[config.mk]
export PLATFORM = sky130hd
export DESIGN_NAME = mips_multicycle_ctrl
export DESIGN_NICKNAME = d
export VERILOG_FILES = /design/src/rtl/mips_ctrl_pkg.sv /design/src/rtl/mips_multicycle_ctrl_outdec.sv /design/src/rtl/mips_multicycle_ctrl.sv
export SDC_FILE = /design/constraint.sdc
export NUM_CORES = 1
export LEC_CHECK = 0
export BUFFER_PORTS_ARGS = -buffer_cell sky130_fd_sc_hd__buf_2
export CAP_MARGIN = 20
export CORE_MARGIN = 2
export CORE_UTILIZATION = 48
export CTS_BUF_LIST = sky130_fd_sc_hd__clkbuf_4 sky130_fd_sc_hd__clkbuf_8
export DETAILED_ROUTE_END_ITERATION = 8
export PLACE_DENSITY = 0.78
export SLEW_MARGIN = 20
export SYNTH_ARGS = -nofsm -noshare
export SYNTH_HDL_FRONTEND = slang
export SYNTH_SLANG_ARGS = --single-unit
export TNS_END_PERCENT = 5
[constraint.sdc]
create_clock -name clk -period 1.7 [get_ports clk]
set_input_delay 0.17 -clock clk [delete_from_list [all_inputs] [get_ports clk]]
set_output_delay 0.17 -clock clk [all_outputs]
set_load 0.05 [all_outputs]
[src/rtl/mips_ctrl_pkg.sv]
// Shared definitions for the multicycle MIPS main controller.
// Holds the opcode constants, the 4-bit state encoding (exposed on the debug
// port), the datapath select encodings and the packed control vector that
// the output decoder produces.
package mips_ctrl_pkg;

    localparam logic [5:0] OP_RTYPE = 6'b000000;
    localparam logic [5:0] OP_LW    = 6'b100011;
    localparam logic [5:0] OP_SW    = 6'b101011;
    localparam logic [5:0] OP_BEQ   = 6'b000100;
    localparam logic [5:0] OP_ADDI  = 6'b001000;
    localparam logic [5:0] OP_J     = 6'b000010;
    localparam logic [5:0] OP_JAL   = 6'b010001;

    typedef enum logic [3:0] {
        S_IDLE   = 4'd0,
        S_FETCH  = 4'd1,
        S_DECODE = 4'd2,
        S_MEMADR = 4'd3,
        S_MEMRD  = 4'd4,
        S_MEMWB  = 4'd5,
        S_MEMWR  = 4'd6,
        S_RTYPE  = 4'd7,
        S_ALUWB  = 4'd8,
        S_BEQ    = 4'd9,
        S_ADDIEX = 4'd10,
        S_ADDIWB = 4'd11,
        S_JUMP   = 4'd12,
        S_JAL    = 4'd13
    } state_t;

    localparam logic [1:0] ALUOP_ADD   = 2'b00;
    localparam logic [1:0] ALUOP_SUB   = 2'b01;
    localparam logic [1:0] ALUOP_FUNCT = 2'b10;

    localparam logic [1:0] SRCB_B     = 2'b00;
    localparam logic [1:0] SRCB_FOUR  = 2'b01;
    localparam logic [1:0] SRCB_IMM   = 2'b10;
    localparam logic [1:0] SRCB_SHIMM = 2'b11;

    localparam logic [1:0] PCSRC_ALU    = 2'b00;
    localparam logic [1:0] PCSRC_ALUOUT = 2'b01;
    localparam logic [1:0] PCSRC_JUMP   = 2'b10;

    typedef struct packed {
        logic       pc_write;
        logic       pc_write_cond;
        logic       iord;
        logic       mem_read;
        logic       mem_write;
        logic       ir_write;
        logic       mem_to_reg;
        logic       reg_dst;
        logic       reg_write;
        logic       alu_src_a;
        logic [1:0] alu_src_b;
        logic [1:0] alu_op;
        logic [1:0] pc_source;
    } ctrl_t;

    // States that hold a memory access open until mem_ready.
    function automatic logic is_mem_wait_state(state_t s);
        return (s == S_FETCH) || (s == S_MEMRD) || (s == S_MEMWR);
    endfunction

endpackage

[src/rtl/mips_multicycle_ctrl_outdec.sv]
// Combinational control-vector decoder.
// Ports: state_i (current FSM state), mem_ready_i (memory completion),
//        ctrl_o (all datapath enables/selects).
// Outputs depend on the state only, except IRWrite/PCWrite in FETCH, which
// fire only in the cycle the instruction word actually arrives.
module mips_multicycle_ctrl_outdec
    import mips_ctrl_pkg::*;
(
    input  state_t state_i,
    input  logic   mem_ready_i,
    output ctrl_t  ctrl_o
);

    always_comb begin
        ctrl_o = '0;
        case (state_i)
            S_FETCH: begin
                ctrl_o.mem_read  = 1'b1;
                ctrl_o.alu_src_b = SRCB_FOUR;
                ctrl_o.ir_write  = mem_ready_i;
                ctrl_o.pc_write  = mem_ready_i;
            end
            S_DECODE: ctrl_o.alu_src_b = SRCB_SHIMM;
            S_MEMADR, S_ADDIEX: begin
                ctrl_o.alu_src_a = 1'b1;
                ctrl_o.alu_src_b = SRCB_IMM;
            end
            S_MEMRD: begin
                ctrl_o.mem_read = 1'b1;
                ctrl_o.iord     = 1'b1;
            end
            S_MEMWB: begin
                ctrl_o.reg_write  = 1'b1;
                ctrl_o.mem_to_reg = 1'b1;
            end
            S_MEMWR: begin
                ctrl_o.mem_write = 1'b1;
                ctrl_o.iord      = 1'b1;
            end
            S_RTYPE: begin
                ctrl_o.alu_src_a = 1'b1;
                ctrl_o.alu_src_b = SRCB_B;
                ctrl_o.alu_op    = ALUOP_FUNCT;
            end
            S_ALUWB: begin
                ctrl_o.reg_write = 1'b1;
                ctrl_o.reg_dst   = 1'b1;
            end
            S_BEQ: begin
                ctrl_o.alu_src_a     = 1'b1;
                ctrl_o.alu_op        = ALUOP_SUB;
                ctrl_o.pc_write_cond = 1'b1;
                ctrl_o.pc_source     = PCSRC_ALUOUT;
            end
            S_ADDIWB: ctrl_o.reg_write = 1'b1;
            S_JUMP: begin
                ctrl_o.pc_write  = 1'b1;
                ctrl_o.pc_source = PCSRC_JUMP;
            end
            // JAL writes r31 with next_pc; the downstream mux swaps in those
            // operands while reg_write is high for this single cycle.
            S_JAL: begin
                ctrl_o.pc_write  = 1'b1;
                ctrl_o.pc_source = PCSRC_JUMP;
                ctrl_o.reg_write = 1'b1;
            end
            default: ctrl_o = '0;
        endcase
    end

endmodule

[src/rtl/mips_multicycle_ctrl.sv]
// Main control FSM of the multicycle MIPS datapath.
// Ports: clk, rst_n (async, active low), opcode (IR[31:26]), zero (ALU flag),
//        mem_ready (memory handshake), datapath enables/selects,
//        illegal_op (pulse), mem_timeout (sticky), state (debug).
// Memory handshake: a strobe (MemRead/MemWrite) stays asserted from the
// first cycle of FETCH/MEMRD/MEMWR; the access completes in the cycle
// mem_ready is sampled high, and the FSM leaves on that clock edge. There is
// no separate valid; mem_ready outside those states is ignored.
module mips_multicycle_ctrl
    import mips_ctrl_pkg::*;
#(
    parameter int OPC_W    = 6,
    parameter int WAIT_MAX = 15
) (
    input  logic             clk,
    input  logic             rst_n,
    input  logic [OPC_W-1:0] opcode,
    input  logic             zero,
    input  logic             mem_ready,
    output logic             PCWrite,
    output logic             PCWriteCond,
    output logic             IorD,
    output logic             MemRead,
    output logic             MemWrite,
    output logic             IRWrite,
    output logic             MemtoReg,
    output logic             RegDst,
    output logic             RegWrite_from_controlUnit,
    output logic             ALUSrcA,
    output logic [1:0]       ALUSrcB,
    output logic [1:0]       ALUOp,
    output logic [1:0]       PCSource,
    output logic             illegal_op,
    output logic             mem_timeout,
    output logic [3:0]       state
);

    localparam logic [3:0] WAIT_LIMIT = 4'(WAIT_MAX);

    state_t     state_q, state_d;
    logic [3:0] wait_cnt_q, wait_cnt_d;
    logic       timeout_q, timeout_d;
    logic       illegal_q, illegal_d;
    ctrl_t      ctrl;
    logic       waiting;
    logic       entering_wait;

    // zero is consumed by the datapath's PCWriteCond gate, not by the FSM.
    logic unused_zero;
    assign unused_zero = zero;

    always_ff @(posedge clk or negedge rst_n) begin
        if (!rst_n) begin
            state_q    <= S_IDLE;
            wait_cnt_q <= '0;
            timeout_q  <= 1'b0;
            illegal_q  <= 1'b0;
        end else begin
            state_q    <= state_d;
            wait_cnt_q <= wait_cnt_d;
            timeout_q  <= timeout_d;
            illegal_q  <= illegal_d;
        end
    end

    always_comb begin
        state_d   = state_q;
        illegal_d = 1'b0;
        case (state_q)
            S_IDLE:   state_d = S_FETCH;
            S_FETCH:  if (mem_ready) state_d = S_DECODE;
            S_DECODE: begin
                case (opcode)
                    OP_LW, OP_SW: state_d = S_MEMADR;
                    OP_RTYPE:     state_d = S_RTYPE;
                    OP_BEQ:       state_d = S_BEQ;
                    OP_ADDI:      state_d = S_ADDIEX;
                    OP_J:         state_d = S_JUMP;
                    OP_JAL:       state_d = S_JAL;
                    default: begin
                        state_d   = S_FETCH;
                        illegal_d = 1'b1;
                    end
                endcase
            end
            S_MEMADR: state_d = (opcode == OP_SW) ? S_MEMWR : S_MEMRD;
            S_MEMRD:  if (mem_ready) state_d = S_MEMWB;
            S_MEMWB:  state_d = S_FETCH;
            S_MEMWR:  if (mem_ready) state_d = S_FETCH;
            S_RTYPE:  state_d = S_ALUWB;
            S_ALUWB:  state_d = S_FETCH;
            S_BEQ:    state_d = S_FETCH;
            S_ADDIEX: state_d = S_ADDIWB;
            S_ADDIWB: state_d = S_FETCH;
            S_JUMP:   state_d = S_FETCH;
            S_JAL:    state_d = S_FETCH;
            default:  state_d = S_IDLE;
        endcase
    end

    // The counter restarts for every memory access; it saturates at the
    // limit so a very long stall cannot wrap it. The FSM keeps waiting.
    assign waiting       = is_mem_wait_state(state_q) && !mem_ready;
    assign entering_wait = (state_d != state_q) && is_mem_wait_state(state_d);

    always_comb begin
        wait_cnt_d = wait_cnt_q;
        timeout_d  = timeout_q;
        if (entering_wait) begin
            wait_cnt_d = '0;
        end else if (waiting && (wait_cnt_q != WAIT_LIMIT)) begin
            wait_cnt_d = wait_cnt_q + 4'd1;
            if (wait_cnt_q + 4'd1 == WAIT_LIMIT) timeout_d = 1'b1;
        end
    end

    mips_multicycle_ctrl_outdec u_outdec (
        .state_i     (state_q),
        .mem_ready_i (mem_ready),
        .ctrl_o      (ctrl)
    );

    assign PCWrite                   = ctrl.pc_write;
    assign PCWriteCond               = ctrl.pc_write_cond;
    assign IorD                      = ctrl.iord;
    assign MemRead                   = ctrl.mem_read;
    assign MemWrite                  = ctrl.mem_write;
    assign IRWrite                   = ctrl.ir_write;
    assign MemtoReg                  = ctrl.mem_to_reg;
    assign RegDst                    = ctrl.reg_dst;
    assign RegWrite_from_controlUnit = ctrl.reg_write;
    assign ALUSrcA                   = ctrl.alu_src_a;
    assign ALUSrcB                   = ctrl.alu_src_b;
    assign ALUOp                     = ctrl.alu_op;
    assign PCSource                  = ctrl.pc_source;
    assign illegal_op                = illegal_q;
    assign mem_timeout               = timeout_q;
    assign state                     = state_q;

endmodule

==> metrics.csv, run 1 <==
metric;value;unit
avgSynthCellArea;8.09;sq um
placed_area;1480;sq um
drc;0;
pin_count;32;
grt_pass1_vias;1310;
synthTopCellsByArea;dfrtp_1, buf_6, nor2_1;
max_freq;0.465;GHz
avgRoutedWirePerCell;20.7;microns
vias;1497;
drtAntennaViolNets;0;
violations;negative setup slack;
synth_warnings;0;
yosys.area.top_type;dfrtp_1;
worstSetupStartpoint;state[3]$_DFF_PN0_;
cts_root_buf;clkbuf_4;
hold_path_class;input pin to asynchronous set/reset pin;
overflow;0;
yosysMostFrequentCell;nor2_1;
globalplace.congestion;0.834;
r2r_slack;-450;ps
dr.first_iter.drc_count;78;
maxCapViolations;0;
status;finished with violations;
final_area;1900;sq um
period_needed;2150;ps
drv_slew;0;
ir_drop;2.29;mV
yosysUniqueCellTypes;50;
antenna_found_initial;0;
syn_area;1080;sq um
synthTopCellsByCount;nor2_1, dfrtp_1, nand2_1;
initial_core_util;49.6;%
net-switching-power;2110;uW
tns;-3370;ps
crit_family;simple AND/OR/NAND/NOR gates;
end_kind;flop;
synth_edf_count;0;
synthArstFlopShare;100;%
crit_arrival;2380;ps
pre_cts_slack;-342;ps
syn_nets;145;
slowest_delay;540;ps
die_area;2640;sq um
finalHoldViolCount;0;
cp.buffers_inverters;1;
fp-row-count;17;
p_clk_share;5.3;%
firstDrtPassIters;6;
setup_ws;-450;ps
cpMaxStageDelayCell;or4bb_1;
die_h;51.3;microns
p_per_area;2090;nW/um^2
synthToLayoutAreaGrowth;76.4;%
grt_max_degree;12;
synth_top_area_share;23.3;%
synthCells;133;
max_slew.worst_pin.slew;375;ps
worstPathRequired;1930;ps
cts_max_level;1;
post-dp-hpwl;2360;microns
drive_above_1_share;60.8;%
p_int;1850;uW
grt_pass1_wl;6040;microns
cts_tree;yes;
synth_ff_type;dfrtp_1;
clock_sinks;10;
totalWireLength;4800;microns
sequentialPowerShare;11.5;%
fin_worst_skew;5.26;ps
cts_buffer_depth;2;
clkTransAtPathRegs;70;ps
synth_seq_cells;10;
timing.rr.start;state[3]$_DFF_PN0_;
swShare;53.3;%
combPwrFrac;83.2;%
fin_nets;217;
insertion_delay;290;ps
core;2170;sq um
port_buffers;30;
via_per_inst;6.45;
cts_buffers;3;
yosysSeqAreaShare;23.3;%
fin_crit_sh;126;%
crit_path_start_kind;flop;
critPathKind;flop to flop;
cp_max_fo;6;
p_leak;0.000844;uW
rsz0062_at_grt;yes;
dieWidth;51.3;microns
setup_viol;18;
relSlewSlack;74.7;%
grt_usage;31.1;%
path_cells;or4bb_1, a21oi_2, a31oi_2, nand3b_1, buf_4, and3_4, a31o_4;
antenna_cells;0;
[kinds of logic (layout without fill, tap and decap cells)]
kind of cell | after synthesis | in the layout | synth area share [%]
adder cells (fa/ha/maj) | 2 | 2 | 2.33
buffers and inverters | 15 | 86 | 9.65
AND/OR/NAND/NOR | 76 | 76 | 40.7
AO/OA/AOI/OAI | 25 | 25 | 19.3
flip-flops | 10 | 10 | 23.3
XOR/XNOR | 5 | 5 | 4.77
[state kept, by name, indices dropped and copies added, names as in the netlist]
name         cells
illegal_op       1
mem_timeout      1
wait_cnt_q       4
state            4
[path summary, 6_finish.rpt]
check | to | cells past startpoint
hold reg to reg | mem_timeout$_DFFE_PN0P_ | 1
hold / removal | wait_cnt_q[2]$_DFFE_PN0P_ | 2
max in group asynchronous | state[0]$_DFF_PN0_ | 2
min in group clk | illegal_op$_DFF_PN0_ | 3
setup / recovery | mem_timeout$_DFFE_PN0P_ | 7
setup reg to reg | mem_timeout$_DFFE_PN0P_ | 7
[per-layer routing]
metal | share of wire [%] | global-route usage, %
met4 | 6.4 | 18.9
met1 | 37 | 34.1
met2 | 50 | 54.8
met5 | 0 | 0
met3 | 6.7 | 6.43
[cell usage in the layout (no fill, tap or decap), drive strengths merged, types with 2 or more instances in the layout]
| cell type | n |
|---|---|
| nor3 | 7 |
| or4b | 2 |
| nor2 | 15 |
| nor2b | 5 |
| o21ai | 3 |
| or4 | 2 |
| and3 | 4 |
| xor2 | 2 |
| o31ai | 2 |
| nor4 | 4 |
| buf | 75 |
| nand2 | 10 |
| xnor2 | 3 |
| o211ai | 2 |
| ha | 2 |
| or2 | 2 |
| nand4b | 2 |
| nand3 | 5 |
| a31oi | 3 |
| clkbuf | 5 |
| a21oi | 4 |
| nand4 | 4 |
| inv | 5 |
| dfrtp | 10 |
| nand2b | 6 |
| nand3b | 3 |
[power by group through the flow]
stage / clock network [uW] / registers, uW / logic [uW]
finish: 209 / 457 / 3300
floorplan: 0 / 533 / 1530
detailed placement: 0 / 460 / 2270
global route: 215 / 464 / 3420
CTS: 203 / 439 / 2620
global placement: 0 / 450 / 2220
[timing repair]
action / in CTS / in global routing
setup endpoints to repair: 17 / 19
gates resized for setup: 37 / 36
buffers inserted: 7 / 6
hold buffers: 1 / 0
endpoints found under the hold margin: 10 / 0
pin swaps: 5 / 11
[per-stage QoR]
stage | instances | hold slack (ps) | util [%] | power, uW
floorplan | 133 | -126 | - | 2060
global placement | 215 | 35.4 | 68.3 | 2670
detailed placement | 215 | 41.6 | 68.3 | 2730
CTS | 227 | 275 | 77.9 | 3270
global route | 232 | 304 | 87.5 | 4100
finish | 232 | 296 | 87.5 | 3970
[layout make-up]
cell class,count,area [sq um]
fill,94,272
timing repair buffer,77,646
tap,28,35.0
inverter,5,18.8
sequential,10,255
multi-input combinational,108,913
clock buffer,4,30.0
Note: power is estimated with default switching activity, not from simulation.
==> run 2: changes to the inputs <==
--- a/config.mk
+++ b/config.mk
@@ -6,14 +6,16 @@
 export NUM_CORES = 1
 export LEC_CHECK = 0
+export ABC_AREA = 1
 export BUFFER_PORTS_ARGS = -buffer_cell sky130_fd_sc_hd__buf_2
 export CAP_MARGIN = 20
 export CORE_MARGIN = 2
-export CORE_UTILIZATION = 48
+export CORE_UTILIZATION = 46
 export CTS_BUF_LIST = sky130_fd_sc_hd__clkbuf_4 sky130_fd_sc_hd__clkbuf_8
 export DETAILED_ROUTE_END_ITERATION = 8
-export PLACE_DENSITY = 0.78
+export PLACE_DENSITY = 0.77
 export SLEW_MARGIN = 20
 export SYNTH_ARGS = -nofsm -noshare
 export SYNTH_HDL_FRONTEND = slang
+export SYNTH_HIERARCHICAL = 1
 export SYNTH_SLANG_ARGS = --single-unit
 export TNS_END_PERCENT = 5
==> constraint.sdc (replaced) <==
create_clock -name clk -period 1.7 [get_ports clk]
set_input_delay 0.17 -clock clk [delete_from_list [all_inputs] [get_ports clk]]
set_output_delay 0.17 -clock clk [all_outputs]
set_load 0.1 [all_outputs]
==> metrics.csv, run 2 <==
metric;value;unit
status;complete, no violations;
vias;1108;
yosys.area.top_type;dfrtp_1;
max_slew.worst_pin.slew;486;ps
cts_max_level;1;
avgSynthCellArea;6.28;sq um
avgRoutedWirePerCell;12.4;microns
antenna_cells;0;
overflow;0;
cts_tree;yes;
syn_area;930;sq um
cts_buffers;3;
r2r_slack;20;ps
setup_viol;0;
post-dp-hpwl;2070;microns
end_kind;output port;
insertion_delay;270;ps
core;1940;sq um
relSlewSlack;67.8;%
grt_max_degree;13;
globalplace.congestion;0.878;
synth_ff_type;dfrtp_1;
rsz0062_at_grt;yes;
dieWidth;49.0;microns
clkTransAtPathRegs;70;ps
grt_usage;22.0;%
synth_edf_count;0;
antenna_found_initial;0;
port_buffers;30;
critPathKind;flop to output port;
totalWireLength;2670;microns
fill_cells;137;
via_per_inst;5.15;
synthTopCellsByArea;dfrtp_1, nand2_1, nand3_1;
pin_count;32;
drtAntennaViolNets;0;
cts_buffer_depth;2;
grt_pass1_wl;4240;microns
initial_core_util;47.9;%
synthToLayoutAreaGrowth;68.9;%
cts_root_buf;clkbuf_4;
synth_warnings;6;
synthArstFlopShare;100;%
hold_path_class;input pin to flop;
cp_max_fo;7;
final_common_cell;nand2_1;
maxCapViolations;0;
path_cells;buf_2, nor2_2, nand2_1, o21ai_4, buf_12;
synthCells;148;
synth_top_area_share;26.9;%
grt_pass1_vias;1044;
yosysSeqAreaShare;26.9;%
die_area;2400;sq um
utilization;80.9;%
synthTopCellsByCount;nand2_1, nor2_1, nand3_1;
die_h;49.0;microns
yosysMostFrequentCell;nand2_1;
period_needed;1690;ps
finalHoldViolCount;0;
drc;0;
firstDrtPassIters;4;
fp-row-count;16;
drive_above_1_share;48.4;%
clock_sinks;10;
worstPathRequired;1530;ps
slowest_delay;540;ps
yosysUniqueCellTypes;25;
dr.first_iter.drc_count;28;
fin_nets;201;
crit_arrival;1520;ps
synth_seq_cells;10;
most-common-layout-cells;nand2_1, nand3_1, buf_2, buf_12, nor2_1;
max_freq;0.592;GHz
fin_crit_sh;99.4;%
syn_nets;160;
drv_slew;0;
cpMaxStageDelayCell;dfrtp_4;
fin_worst_skew;10.2;ps
crit_path_start_kind;flop;
[run 2: changes by cell type after synthesis, moves of 4 or more]
cell	previous run	this run
nor3_1	7	1
nand2b_1	6	0
nand3_1	4	19
nor2b_1	5	1
inv_2	0	8
nor2_1	15	21
nor4_1	4	0
inv_1	5	15
nand2_1	10	37
nand2_2	0	8
buf_6	5	0
[run 2: layout make-up]
| type | instances | area [sq um] | area share [%] |
|---|---|---|---|
| flip-flops and latches | 10 | 265 | 16.9 |
| inverters | 23 | 93.8 | 5.98 |
| multi-input cells | 113 | 696 | 44.3 |
| clock buffers | 4 | 36.3 | 2.31 |
| well taps | 27 | 33.8 | 2.15 |
| repair buffers | 38 | 445 | 28.4 |
[run 2: logic make-up after synthesis]
family | Yosys count | share of synthesized area [%]
xor gates and xnor gates | 2 | 1.88
AOI/OAI and AO/OA | 12 | 9.83
DFF | 10 | 26.9
buffers and inverters | 25 | 10.9
and+or+nand+nor | 97 | 47.8
adders and majority gates | 2 | 2.69
[run 2: worst paths after layout]
| kind | from | end | cells past startpoint |
|---|---|---|---|
| setup / recovery | state[1]$_DFF_PN0_ | MemRead | 5 |
| hold / removal | opcode[2] | illegal_op$_DFF_PN0_ | 3 |
| setup reg to reg | state[1]$_DFF_PN0_ | wait_cnt_q[2]$_DFFE_PN0P_ | 10 |
| hold reg to reg | mem_timeout$_DFFE_PN0P_ | mem_timeout$_DFFE_PN0P_ | 1 |
| max in group asynchronous | rst_n | state[1]$_DFF_PN0_ | 2 |
| min in group asynchronous | rst_n | mem_timeout$_DFFE_PN0P_ | 2 |
[run 2: metrics by stage]
stage	area, sq um	std cells	TNS [ps]	setup slack [ps]	hold WS, ps
3_3_place_gp	1420	205	0	101	32.8
6_report	1570	215	0	9.50	235
3_5_place_dp	1420	205	0	23.2	38.8
4_1_cts	1490	210	-35.9	-12.4	233
2_1_floorplan	1040	148	-1300	-182	-126
5_1_grt	1570	215	-310	-48.7	250
[run 2: critical path: cells and delay by family, from the launching register on]
family | cells | cell delay (ps)
buffers and inverters | 2 | 390
AO/OA/AOI/OAI | 1 | 80
AND/OR/NAND/NOR | 2 | 260
flip-flops | 1 | 540
[run 2: routing by layer]
layer	vias to the layer above	part of all wire, %	GRT usage, %	wire length [microns]
met5	-	0	0	0
met2	37	55	43.8	1460
met3	2	4.9	6.44	131
li1	555	-	-	-
met1	514	39	22.2	1050
met4	0	0.90	4.29	24
[run 2: repair_timing]
item,4_1_cts,5_1_grt
hold buffers,1,0
pin swaps,0,2
setup endpoints to repair,14,16
hold endpoints to repair,10,0
setup buffers,0,5
gates resized for setup,5,18
Power of run 2 is left out: the tool's default activity adds up to more than one toggle a clock period on the data nets, which glitch-free logic cannot reach.
==> run 3: changes to the inputs <==
Settings changed: CORE_UTILIZATION 46 to 51, PLACE_DENSITY 0.77 to 0.81.
Clock period 1.7 ns to 1.9 ns, I/O delays scaled along.
==> metrics.csv, run 3 (synthesis results as in run 2) <==
metric;value;unit
status;complete, no violations;
end_kind;output port;
antenna_found_initial;0;
pin_count;32;
rsz0062_at_grt;no;
die_h;46.7;microns
relSlewSlack;67.8;%
antenna_cells;0;
vias;1077;
finalHoldViolCount;0;
overflow;0;
tns;0;ps
fp-row-count;15;
port_buffers;30;
synthToLayoutAreaGrowth;40.0;%
rr_endpoint;wait_cnt_q[0]$_DFFE_PN0P_;
grt_pass1_wl;3760;microns
grt_max_degree;13;
drive_above_1_share;39.8;%
post-dp-hpwl;1890;microns
timing.rr.start;state[0]$_DFF_PN0_;
endpoint;RegDst;
avgRoutedWirePerCell;11.4;microns
most-common-layout-cells;nand2_1, buf_2, nand3_1;
hold_path_class;input pin to flop;
initial_core_util;53.8;%
fin_nets;194;
clock_sinks;10;
grt_usage;24.5;%
cts_tree;yes;
holdWs;262;ps
globalplace.congestion;0.806;
grt_pass1_vias;926;
cp_max_fo;11;
r2r_slack;200;ps
setup_viol;0;
drc;0;
cts_buffer_depth;2;
core;1730;sq um
die_area;2180;sq um
firstDrtPassIters;5;
fin_crit_sh;95.5;%
max_slew.worst_pin.slew;487;ps
crit_path_start_kind;flop;
via_per_inst;5.23;
finalNonFillerCells;206;
totalWireLength;2340;microns
cts_buffers;3;
cts_max_level;1;
reg2reg_depth;10;
insertion_delay;270;ps
critPathKind;flop to output port;
fin_worst_skew;3.50;ps
period_needed;1810;ps
drtAntennaViolNets;0;
dp_cells;201;
clkTransAtPathRegs;70;ps
dieWidth;46.7;microns
max_freq;0.551;GHz
worstPathRequired;1710;ps
drv_slew;0;
final_common_cell;nand2_1;
cts_root_buf;clkbuf_4;
dr.first_iter.drc_count;34;
utilization;75.4;%
crit_arrival;1620;ps
worstSetupStartpoint;state[0]$_DFF_PN0_;
maxCapViolations;0;
==> run 3: changes by cell type in the layout (fill, tap and decap cells not counted), moves of 3 or more <==
cell and delta:
buf_12 -11, buf_2 +7, buf_4 -4, clkbuf_4 +3, nand2_1 +7, nand2_2 -5
==> run 3: worst min-delay path by stage <==
| stage | startpoint | end | slack, ps | depth (start not counted) |
|---|---|---|---|---|
| 2_1_floorplan | rst_n | illegal_op$_DFF_PN0_ | -110 | 0 |
| 3_3_place_gp | rst_n | wait_cnt_q[0]$_DFFE_PN0P_ | 50 | 1 |
| 3_5_place_dp | rst_n | state[2]$_DFF_PN0_ | 60 | 1 |
| 4_1_cts | opcode[2] | illegal_op$_DFF_PN0_ | 260 | 3 |
| 5_1_grt | opcode[2] | illegal_op$_DFF_PN0_ | 260 | 3 |
| 6_report | opcode[2] | illegal_op$_DFF_PN0_ | 260 | 3 |
==> run 3: cell type report <==
cell class	count	area [sq um]
flip-flops and latches	10	265
fillers	139	425
inverters	23	88.8
well taps	25	31.3
repair buffers	31	230
clock buffers	4	36.3
multi-input cells	113	649
==> run 3: routing by layer <==
layer | GRT usage, % | vias up | routed length (microns)
li1 | - | 536 | -
met1 | 26.9 | 482 | 938
met2 | 46.7 | 53 | 1220
met3 | 3.53 | 6 | 150
met4 | 9.44 | 0 | 31
met5 | 0 | - | 0
==> run 3: critical path, cell delays in order, from the launching register on <==
cell     delay [ps]
dfrtp_4         560
inv_2           110
nand2_1         130
nor2_2          110
buf_2           430
==> run 3: timing repair <==
item                                    CTS  global route
setup buffers                             0             0
resized for setup                         0             6
endpoints found under the hold margin    10             0
endpoints found under the setup margin    0             7
hold buffers                              1             0
==> run 3: per-stage QoR <==
stage          area, sq um  setup slack (ps)
6_report              1300              86.2
5_1_grt               1300              27.2
4_1_cts               1290              43.6
3_5_place_dp          1240               123
3_3_place_gp          1240               223
2_1_floorplan         1040             -2.05
Power of run 3 is left out for the same reason.
